### src/rtl/am2911_ctl_pkg.sv
// Shared constants for the am2911 microprogram control stage: opcodes, microword field
// layout and sequencer source-select codes.
package am2911_ctl_pkg;

  localparam logic [3:0] OP_JZ   = 4'd0;
  localparam logic [3:0] OP_CONT = 4'd1;
  localparam logic [3:0] OP_CJP  = 4'd2;
  localparam logic [3:0] OP_CJS  = 4'd3;
  localparam logic [3:0] OP_CRTN = 4'd4;
  localparam logic [3:0] OP_LDCT = 4'd5;
  localparam logic [3:0] OP_RPCT = 4'd6;
  localparam logic [3:0] OP_LOOP = 4'd7;
  localparam logic [3:0] OP_PUSH = 4'd8;
  localparam logic [3:0] OP_LDAR = 4'd9;

  // Control field {op, csel, cpol} sits above {ba, user}; offsets are relative to its LSB.
  localparam int unsigned OP_W     = 4;
  localparam int unsigned CSEL_W   = 2;
  localparam int unsigned CTL_W    = OP_W + CSEL_W + 1;
  localparam int unsigned CPOL_OFS = 0;
  localparam int unsigned CSEL_OFS = 1;
  localparam int unsigned OP_OFS   = 3;

  localparam logic [1:0] S_UPC = 2'b00;
  localparam logic [1:0] S_AR  = 2'b01;
  localparam logic [1:0] S_STK = 2'b10;
  localparam logic [1:0] S_D   = 2'b11;

endpackage

### src/rtl/am2911_cstore.sv
// Writable control store: asynchronous read, synchronous write, contents not reset.
// A same-cycle write to the read address returns the old word until the edge.
module am2911_cstore #(
  parameter int unsigned AWIDTH = 4,
  parameter int unsigned DWIDTH = 19
) (
  input  logic              cp_i,
  input  logic              we_i,
  input  logic [AWIDTH-1:0] wa_i,
  input  logic [DWIDTH-1:0] wd_i,
  input  logic [AWIDTH-1:0] ra_i,
  output logic [DWIDTH-1:0] rd_o
);

  localparam int unsigned Depth = 2 ** AWIDTH;

  logic [DWIDTH-1:0] mem_q [Depth];

  always_ff @(posedge cp_i) begin
    if (we_i) begin
      mem_q[wa_i] <= wd_i;
    end
  end

  assign rd_o = mem_q[ra_i];

endmodule

### src/rtl/am2911_ctl.sv
// Microprogram control stage around one am2911 slice: control store, pipeline register,
// loop counter and next-address decode. Define AM2911CTL_CCREG_EN to register cc first.
module am2911_ctl
  import am2911_ctl_pkg::*;
#(
  parameter int unsigned AWIDTH = 4,
  parameter int unsigned UWIDTH = 8,
  localparam int unsigned DWIDTH = CTL_W + AWIDTH + UWIDTH
) (
  input  logic              cp_i,
  input  logic              rst_i,
  input  logic [AWIDTH-1:0] y_i,
  input  logic [3:0]        cc_i,
  input  logic              we_i,
  input  logic [AWIDTH-1:0] wa_i,
  input  logic [DWIDTH-1:0] wd_i,
  output logic [AWIDTH-1:0] d_o,
  output logic [1:0]        s_o,
  output logic              fe_n_o,
  output logic              pup_o,
  output logic              zero_n_o,
  output logic              re_n_o,
  output logic              cn_o,
  output logic              oe_n_o,
  output logic [UWIDTH-1:0] uword_o,
  output logic [AWIDTH-1:0] ctr_o,
  output logic              ctz_o
);

  localparam int unsigned BaLsb  = UWIDTH;
  localparam int unsigned CtlLsb = UWIDTH + AWIDTH;

  logic [DWIDTH-1:0] rd_word;
  logic [DWIDTH-1:0] pl_q;
  logic [AWIDTH-1:0] ctr_q, ctr_d;
  logic [3:0]        cc_use;
  logic [3:0]        op;
  logic [1:0]        csel;
  logic              cpol;
  logic [AWIDTH-1:0] ba;
  logic              cond;

  am2911_cstore #(
    .AWIDTH (AWIDTH),
    .DWIDTH (DWIDTH)
  ) u_cstore (
    .cp_i (cp_i),
    .we_i (we_i),
    .wa_i (wa_i),
    .wd_i (wd_i),
    .ra_i (y_i),
    .rd_o (rd_word)
  );

  // Reset leaves an all-zero word in the pipeline, i.e. JZ.
  always_ff @(posedge cp_i or posedge rst_i) begin
    if (rst_i) begin
      pl_q  <= '0;
      ctr_q <= '0;
    end else begin
      pl_q  <= rd_word;
      ctr_q <= ctr_d;
    end
  end

`ifdef AM2911CTL_CCREG_EN
  logic [3:0] cc_q;

  always_ff @(posedge cp_i or posedge rst_i) begin
    if (rst_i) begin
      cc_q <= '0;
    end else begin
      cc_q <= cc_i;
    end
  end

  assign cc_use = cc_q;
`else
  assign cc_use = cc_i;
`endif

  assign op   = pl_q[CtlLsb + OP_OFS +: OP_W];
  assign csel = pl_q[CtlLsb + CSEL_OFS +: CSEL_W];
  assign cpol = pl_q[CtlLsb + CPOL_OFS];
  assign ba   = pl_q[BaLsb +: AWIDTH];
  assign cond = cc_use[csel] ^ cpol;

  always_comb begin
    s_o      = S_UPC;
    fe_n_o   = 1'b1;
    pup_o    = 1'b0;
    zero_n_o = 1'b1;
    re_n_o   = 1'b1;
    ctr_d    = ctr_q;
    case (op)
      OP_JZ:   zero_n_o = 1'b0;
      OP_CJP:  if (cond) s_o = S_D;
      OP_CJS: begin
        if (cond) begin
          s_o    = S_D;
          fe_n_o = 1'b0;
          pup_o  = 1'b1;
        end
      end
      OP_CRTN: begin
        if (cond) begin
          s_o    = S_STK;
          fe_n_o = 1'b0;
        end
      end
      OP_LDCT: ctr_d = ba;
      // Counter saturates at zero: no branch and no decrement once exhausted.
      OP_RPCT: begin
        if (ctr_q != '0) begin
          s_o   = S_D;
          ctr_d = ctr_q - AWIDTH'(1);
        end
      end
      OP_LOOP: begin
        if (cond) begin
          fe_n_o = 1'b0;
        end else begin
          s_o = S_STK;
        end
      end
      OP_PUSH: begin
        fe_n_o = 1'b0;
        pup_o  = 1'b1;
      end
      OP_LDAR: re_n_o = 1'b0;
      default: ;
    endcase
  end

  assign d_o     = ba;
  assign uword_o = pl_q[UWIDTH-1:0];
  assign cn_o    = 1'b1;
  assign oe_n_o  = 1'b0;
  assign ctr_o   = ctr_q;
  assign ctz_o   = (ctr_q == '0);

endmodule

### config.mk
export PLATFORM = sky130hd
export DESIGN_NAME = am2911_ctl
export DESIGN_NICKNAME = d
export VERILOG_FILES = /design/src/rtl/am2911_ctl_pkg.sv /design/src/rtl/am2911_cstore.sv /design/src/rtl/am2911_ctl.sv
export SDC_FILE = /design/constraint.sdc
export NUM_CORES = 1
export LEC_CHECK = 0
export CORE_ASPECT_RATIO = 1.25
export CORE_MARGIN = 4
export CORE_UTILIZATION = 34
export CTS_CLUSTER_SIZE = 8
export DETAILED_ROUTE_END_ITERATION = 8
export GPL_TIMING_DRIVEN = 0
export PLACE_DENSITY = 0.47
export SLEW_MARGIN = 20
export SYNTH_ARGS = -nofsm -noshare
export SYNTH_HDL_FRONTEND = slang
export SYNTH_SLANG_ARGS = --single-unit
### constraint.sdc
create_clock -name cp_i -period 2.24 [get_ports cp_i]
set_input_delay 0.448 -clock cp_i [delete_from_list [all_inputs] [get_ports cp_i]]
set_output_delay 0.448 -clock cp_i [all_outputs]
set_load 0.01 [all_outputs]
==> results.py <==
metrics = {
    "route": {
        "postRouteAntennaNets": 0,
        "totalWireLength_um": 30300,
        "vias_per_cell": 4.97,
        "wl_per_cell_um": 25.9,
        "vias": 5824,
        "drtPass1Iterations": 4,
        "drtIter0Drc": 405,
        "remaining_drc_errors": 0,
    },
    "setup_path": {
        "startpoint_type": "flip-flop",
        "worstPathRequired_ns": 1.79,
        "rr_startpoint": "ctr_o[0]",
        "crit_path_end_kind": "output port",
        "critPathArrivalTime_ns": 2.11,
        "crit_fanout": 4,
        "crit_start": "pl_q[13]",
        "worstSetupPathType": "flip-flop to output port",
    },
    "cells_and_area": {
        "area_delta_synth_final_pct": 24.1,
        "regArea_um2": 9710,
        "finalCoreUtilization_pct": 42.8,
        "antennaDiodeCount": 0,
        "num-nets-final": 694,
        "layout-drive-gt1-share_pct": 32.6,
        "instances_no_fill": 1173,
        "multi_input_area_um2": 2750,
        "n_fill_cell": 3189,
    },
    "logic_synthesis": {
        "yosysTopAreaCell": "edfxtp_1",
        "yosys_register_bits": 327,
        "synth_edf_count": 304,
        "yosysSeqAreaShare_pct": 77.5,
        "synthFlopType": "edfxtp_1",
        "synth_area_per_cell_um2": 23.3,
        "synth-async-reset-ratio_pct": 7.03,
        "yosys-top-cells-area": "edfxtp_1 73%, mux4_2 17%, dfrtp_1 4.6%",
        "yosysUniqueCellTypes": 33,
        "yosysWarnings": 0,
        "yosys.area.top_type_share_pct": 72.9,
        "netlist_area_um2": 12500,
        "synth_common_cells": "304 x edfxtp_1, 96 x mux4_2, 23 x dfrtp_1",
        "syn_nets": 573,
        "yosys.cell_count.top_type": "edfxtp_1",
        "syn_inst": 538,
    },
    "floorplan": {
        "start_util_pct": 34.5,
        "die_area_um2": 40000,
        "pin_count": 59,
        "coreArea_um2": 36300,
        "num_rows": 78,
        "fp.dieW_um": 180,
        "die_h_um": 223,
    },
    "timing": {
        "clock.fmax_ghz": 0.391,
        "period_share_pct": 114,
        "slew_viol_final": 0,
        "setup_violations": 4,
        "layout_setup_ws_ns": -0.315,
        "whs_ns": 0.384,
        "fin_skew_ns": 0.0173,
        "worst_slew_pin_slew_ns": 0.991,
        "rsz0062_at_grt": "yes",
        "period_minus_slack_ns": 2.55,
        "max-slew-margin-rel_pct": 33.9,
        "finalHoldViolCount": 0,
    },
    "worst_hold_path": {
        "hp-class": "input pin to asynchronous set/reset pin",
    },
    "clock_network": {
        "cts_tree": "built",
        "clockRootBuffer": "clkbuf_16",
        "clock_latency_ns": 0.54,
        "clk_pin_slew_worst_paths_ns": 0.05,
        "cts_made_buffers": 46,
        "hold_buffers": 0,
        "clock-sinks": 327,
        "htree_levels": 2,
        "cts.path.max_buffers": 3,
    },
    "grt": {
        "grt_pass1_wl_um": 44600,
        "grt_max_degree": 24,
        "overflow": 0,
        "grt_pass1_vias": 6570,
        "grt_util_all_layers_pct": 15.3,
        "antenna_found_initial": 0,
    },
    "pwr": {
        "ir_drop_uv": 504,
        "power.leakage_nw": 4.96,
        "powerDensity_nw_per_um2": 923,
        "fin_total_pwr_mw": 14.4,
    },
    "job": {
        "maxCapViolations": 0,
    },
    "placed_design": {
        "place_congestion": 0.728,
        "post-dp-hpwl_um": 19100,
        "io_buffers": 52,
        "placed_cells": 1089,
    },
    "run_status": {
        "status": "complete, but fails checks",
        "violations": "setup timing",
    },
}
sequential cells by signal (all words and copies together), names as in the netlist:
signal	flops
pl_q	19
u_cstore.mem_q	304
ctr_o	4
through the flow:
| step | area (um^2) | TNS, ns | worst slack (ns) |
|---|---|---|---|
| finish | 15500 | -1.21 | -0.315 |
| global route | 15500 | -1.67 | -0.425 |
| CTS | 15500 | -1.49 | -0.401 |
| detailed placement | 14200 | -100.38 | -0.782 |
| global placement | 13700 | -429.26 | -1.64 |
| floorplan | 12500 | 0 | 0.0471 |
layer usage:
metal | vias up | global-route usage [%] | part of all wire, %
met5 | - | 0 | 0
met4 | 0 | 3.96 | 1.8
met3 | 43 | 2.87 | 4.2
met2 | 134 | 26.7 | 52
met1 | 3135 | 19.7 | 42
li1 | 2512 | - | -
critical path: stages (launching register included):
cell	delay (ns)
dfrtp_1	0.36
mux4_2	0.56
xnor2_4	0.16
buf_6	0.13
nor2_2	0.12
o21a_1	0.13
buf_2	0.13
power by group:
part           internal [mW]  total (mW)  switching [mW]
sequential              6.89        7.00           0.114
combinational          0.568        1.10           0.535
clock                   3.83        6.25            2.42
logic make-up after synthesis:
family / synth area share (%)
adder cells (fa/ha/maj): 0.0999
multiplexers: 17.3
AND/OR/NAND/NOR: 2.25
buffers and inverters: 2.01
flip-flops: 77.5
other: 0.0600
AO/OA/AOI/OAI: 0.699
XOR/XNOR: 0.0699
cells in the final DEF, fill, tap and decap left out, drive strengths merged:
master	n
nor2	20
nand2	4
nand4	1
nand3b	2
nand3	5
or3b	1
clkbuf	87
o21ai	4
o21a	2
nor2b	2
a2bb2oi	2
and2	2
a21oi	2
xnor2	1
mux4	96
or4	1
clkdlybuf4s50	46
inv	6
buf	55
nor3	11
nor4bb	1
dfrtp	23
o21bai	1
mux2	1
nor3b	1
a211oi	1
conb	2
o21ba	1
ha	1
edfxtp	304
dlymetal6s2s	1
clkinv	1
nand2b	5
worst paths after layout:
check	endpoint	slack, ns	depth (start not counted)
max	pup_o	-0.31	6
min	pl_q[10]	0.38	2
max reg2reg	ctr_o[1]	0.45	6
min reg2reg	ctr_o[1]	0.57	1
max in group asynchronous	pl_q[17]	1.31	2
min in group cp_i	ctr_o[1]	0.57	1
layout make-up:
class | count | share of cell area, %
buffer | 37 | 1.52
clock inverter | 3 | 0.217
clock buffer | 79 | 8.20
timing repair buffer | 73 | 5.98
inverter | 4 | 0.0966
tap | 480 | 3.86
sequential | 327 | 62.4
multi-input combinational | 170 | 17.7
what timing repair did:
item | CTS | global route
pin swaps | 5 | 3
gates resized for setup | 27 | 7
hold endpoints to repair | 0 | 0
setup buffers | 1 | 1
setup endpoints to repair | 6 | 7
No activity file was read; power rests on OpenSTA's default activity.
